[src/rtl/uart_transmitter_fsm.sv]
// uart_transmitter_fsm: serializes one byte per frame onto TxD (start, data LSB first,
// optional parity, stop bits), timed by an external 16x baud enable.
module uart_transmitter_fsm #(
    parameter int DATA_BITS  = 8,
    parameter int OVERSAMPLE = 16,
    parameter int PARITY_EN  = 0,
    parameter int PARITY_ODD = 0,
    parameter int STOP_BITS  = 1
) (
    input  logic                 clk_i,
    input  logic                 rstb_i,
    input  logic                 baudx16,
    input  logic [DATA_BITS-1:0] tx_data_i,
    input  logic                 tx_valid_i,
    output logic                 tx_ready_o,
    output logic                 TxD,
    output logic                 tx_busy_o,
    output logic                 tx_done_o
);
    localparam int TW = OVERSAMPLE > 1 ? $clog2(OVERSAMPLE) : 1;
    localparam int BW = $clog2(DATA_BITS + 1);
    localparam logic [TW-1:0] TICK_LAST = TW'(OVERSAMPLE - 1);
    localparam logic [BW-1:0] DATA_LAST = BW'(DATA_BITS - 1);
    localparam logic [BW-1:0] STOP_LAST = BW'(STOP_BITS - 1);

    typedef enum logic [2:0] {IDLE, WAIT_TICK, START, DATA, PARITY, STOP} state_t;

    state_t               state, state_n;
    logic [TW-1:0]        tick, tick_n;
    logic [BW-1:0]        bitc, bitc_n;
    logic [DATA_BITS-1:0] shift, shift_n;
    logic                 par, par_n;
    logic                 txd_n, ready_n, busy_n, done_n;
    logic                 boundary;

    assign boundary = baudx16 && tick == TICK_LAST;

    always_ff @(posedge clk_i or negedge rstb_i) begin
        if (!rstb_i) begin
            state      <= IDLE;
            tick       <= '0;
            bitc       <= '0;
            shift      <= '0;
            par        <= 1'b0;
            TxD        <= 1'b1;
            tx_ready_o <= 1'b1;
            tx_busy_o  <= 1'b0;
            tx_done_o  <= 1'b0;
        end else begin
            state      <= state_n;
            tick       <= tick_n;
            bitc       <= bitc_n;
            shift      <= shift_n;
            par        <= par_n;
            TxD        <= txd_n;
            tx_ready_o <= ready_n;
            tx_busy_o  <= busy_n;
            tx_done_o  <= done_n;
        end
    end

    // TxD is computed one edge ahead so the pin is always a flop output
    always_comb begin
        state_n = state;
        tick_n  = tick;
        bitc_n  = bitc;
        shift_n = shift;
        par_n   = par;
        txd_n   = TxD;
        ready_n = tx_ready_o;
        busy_n  = tx_busy_o;
        done_n  = 1'b0;
        if (baudx16 && state inside {START, DATA, PARITY, STOP})
            tick_n = boundary ? '0 : tick + 1'b1;
        case (state)
            IDLE: if (tx_valid_i && tx_ready_o) begin
                shift_n = tx_data_i;
                par_n   = ^tx_data_i ^ (PARITY_ODD != 0);
                ready_n = 1'b0;
                busy_n  = 1'b1;
                state_n = WAIT_TICK;
            end
            WAIT_TICK: if (baudx16) begin
                txd_n   = 1'b0;
                tick_n  = '0;
                state_n = START;
            end
            START: if (boundary) begin
                txd_n   = shift[0];
                bitc_n  = '0;
                state_n = DATA;
            end
            DATA: if (boundary) begin
                shift_n = shift >> 1;
                bitc_n  = bitc + 1'b1;
                txd_n   = shift[1];
                if (bitc == DATA_LAST) begin
                    bitc_n  = '0;
                    txd_n   = PARITY_EN != 0 ? par : 1'b1;
                    state_n = PARITY_EN != 0 ? PARITY : STOP;
                end
            end
            PARITY: if (boundary) begin
                txd_n   = 1'b1;
                bitc_n  = '0;
                state_n = STOP;
            end
            STOP: if (boundary) begin
                bitc_n = bitc + 1'b1;
                if (bitc == STOP_LAST) begin
                    bitc_n  = '0;
                    done_n  = 1'b1;
                    ready_n = 1'b1;
                    busy_n  = 1'b0;
                    state_n = IDLE;
                end
            end
            default: state_n = IDLE;
        endcase
    end
endmodule
[config.mk]
export PLATFORM = sky130hd
export DESIGN_NAME = uart_transmitter_fsm
export DESIGN_NICKNAME = d
export VERILOG_FILES = /design/src/rtl/uart_transmitter_fsm.sv
export SDC_FILE = /design/constraint.sdc
export NUM_CORES = 1
export LEC_CHECK = 0
export BUFFER_PORTS_ARGS = -buffer_cell sky130_fd_sc_hd__buf_4
export CAP_MARGIN = 30
export CELL_PAD_IN_SITES_DETAIL_PLACEMENT = 1
export CELL_PAD_IN_SITES_GLOBAL_PLACEMENT = 2
export CORE_ASPECT_RATIO = 0.8
export CORE_UTILIZATION = 36
export CTS_CLUSTER_DIAMETER = 40
export DETAILED_ROUTE_END_ITERATION = 12
export PLACE_DENSITY_LB_ADDON = 0.1
export SLEW_MARGIN = 20
export SYNTH_ARGS = -nofsm -noshare
export SYNTH_HDL_FRONTEND = slang
export SYNTH_SLANG_ARGS = --single-unit
export TNS_END_PERCENT = 50
[constraint.sdc]
create_clock -name clk_i -period 2.16 [get_ports clk_i]
set_input_delay 0.324 -clock clk_i [delete_from_list [all_inputs] [get_ports clk_i]]
set_output_delay 0.324 -clock clk_i [all_outputs]
set_load 0.05 [all_outputs]
==> results.cfg <==
[pwr]
sw_frac_of_total_pct = 37.6
power.density_nw_per_um2 = 857
comb_power_share_pct = 32.5
p_leak_nw = 0.729
clkPwrFrac_pct = 20.7
finalPower_mw = 1.31
vdd_drop_max_mv = 0.371
power.internal_uw = 820
switchingPower_uw = 494
sequentialPowerShare_pct = 46.8

[clocking]
clk_pin_slew_ns = 0.09
cts-root-buf = clkbuf_8
cts_resized = 0
cts.path.max_buffers = 2
cts.htree.levels = 1
cts_tree = done
numClockSinks = 23
clk_latency_ns = 0.26
cts_buffers = 3

[placement]
dp.cells = 186
portBuffers = 15
place_hpwl_microns = 2250
dpl_worst_slack_ns = 0.338
gp_congestion = 0.765

[worst_setup_path]
criticalPathCategory = reg2reg
crit_slowest_cell = dfrtp_1
startpoint = state[1]
worstPathArrival_ns = 1.98
critical_path_cell_count = 4
critPathMaxFanout = 15
end_kind = flop
start_kind = flop
cp.buffers_inverters = 0
reg2reg_to = shift[0]
worstPathCellList = nor2_1, and3_1, a21oi_4, mux2_2
r2r_slack_ns = 0.33
rr_worst_depth = 4
required_ns = 2.31
crit_family = flip-flops
slowest_delay_ns = 0.62
r2r_start = state[1]

[global_route]
grt_use_total_pct = 17.5
antenna_found_initial = 0
overflow = 0
grt_pass1_vias = 1063
grt_max_degree = 24
grt_pass1_wl_microns = 5350

[floorplan]
start_util_pct = 38.2
die_x_microns = 70.1
dieHeight_microns = 56.4
dieArea_sq_um = 3950
io_pins = 16
rows = 19
core_sq_um = 3490

[final_layout]
drive_gt1_share_pct = 28.9
fill_cells = 401
area_growth_pct = 14.9
stdcell_count = 191
fin_nets = 165
multi_input_area_sq_um = 696
antennaDiodeCount = 0
regArea_sq_um = 578
final_common_cell = dfrtp_1
final_cell_mix = dfrtp_1 (21), buf_4 (16), mux2_2 (14)

[hold_path]
hp-start = tx_valid_i
hold_depth = 4
min_to = tx_ready_o
hp-class = in2reg

[yosys]
yosys_warnings = 0
syn-instance-count = 134
synth_cell_types = 44
seq_area_frac_synth_pct = 43.3
ys_ff_latch = 23
synth-main-ff-cell = dfrtp_1
syn_nets = 149
synth_edf_count = 0
async_flop_share_pct = 100
syn_area_sq_um = 1330
postSynthAreaPerCell_sq_um = 9.95

[timing]
fmax_mhz = 548
setup-violations-final = 0
rsz0062_at_grt = false
fin_crit_sh_pct = 84.5
worst_slack_ns = 0.334
worst_pin_slew_ns = 0.440
hold_violations = 0
fin_skew_ns = 0.00310
fin_setup_tns_ns = 0
holdWs_ns = 0.275
slew_violations = 0
finalCriticalPeriod_ns = 1.83
slew_headroom_pct = 70.6

[detailed_routing]
vias = 1022
drt-initial-drc-count = 71
wl_per_cell_microns = 15.9
dr.pass1.iters = 4
viasPerCell = 5.35
antenna_left = 0
route.detailed.drc = 0
routed_wl_microns = 3030

[run_status]
status = completed

[flow_run]
cap_violations = 0
-- per-layer routing --
metal | global-route usage, % | share of wire, % | vias up
li1 | - | - | 505
met1 | 25.8 | 52 | 499
met2 | 26.8 | 45 | 16
met3 | 4.31 | 3.1 | 2
met4 | 1.71 | 0.56 | 0
met5 | 0 | 0 | -
-- cells by family after synthesis --
kind of cell    count (synthesis)  synth area share, %
mux                            16                 13.3
flops                          23                 43.3
buf+inv                        14                 4.50
simple gates                   50                 20.7
compound gates                 25                 13.3
xor+xnor                        3                 1.97
fa+ha+maj                       3                 2.81
-- synth_stat cells, types with 2 or more instances --
cell type  instances  area (sq um)
nor2_1            10          37.5
mux2_2            14           158
nand2_1           12          45.0
clkbuf_1           2          7.51
a21oi_1            6          30.0
nor3_1             3          15.0
xor2_1             2          17.5
buf_2              2          10.0
dfstp_2            2          52.6
o22ai_1            2          12.5
ha_1               3          37.5
dfrtp_1           21           526
a221oi_1           2          17.5
a21o_1             3          22.5
nand3_1            7          35.0
o21ai_0            5          25.0
nand2b_1           3          18.8
inv_1              7          26.3
mux2i_1            2          20.0
and3_1             2          12.5
-- worst max path at each step --
stage	endpoint	slack, ns
after floorplan	bitc[0]	0.62
after global placement	shift[2]	0.36
after detailed placement	shift[0]	0.34
after CTS	shift[0]	0.31
after global routing	shift[6]	0.18
final	shift[0]	0.33
-- area by class of cell --
cell class / instances / share of cell area (%)
sequential: 23 / 37.7
clock inverter: 1 / 0.327
multi-input combinational: 97 / 45.4
timing repair buffer: 17 / 8.49
clock buffer: 3 / 2.69
tap: 42 / 3.43
inverter: 8 / 1.96
-- power by group through the flow --
| stage | combinational [mW] | sequential, mW | clock, mW |
|---|---|---|---|
| after CTS | 0.432 | 0.617 | 0.286 |
| after global routing | 0.480 | 0.631 | 0.304 |
| after global placement | 0.418 | 0.619 | 0 |
| final | 0.427 | 0.615 | 0.272 |
| after detailed placement | 0.425 | 0.626 | 0 |
| after floorplan | 0.273 | 0.638 | 0 |
-- worst min-delay path, delay by kind of cell --
kind,cells,cell delay [ns]
simple gates,3,0.13
buf+inv,1,0.08
-- timing repair --
item / 4_1_cts / 5_1_grt
hold buffers: 1 / 0
setup buffers: 0 / 0
hold endpoints to repair: 21 / 0
-- metrics by stage --
stage	utilization [%]	area [sq um]
3_3_place_gp	42.2	1480
3_5_place_dp	42.2	1480
5_1_grt	43.9	1530
4_1_cts	43.9	1530
6_report	43.9	1530
2_1_floorplan	-	1330
No activity file was read; power rests on OpenSTA's default activity.
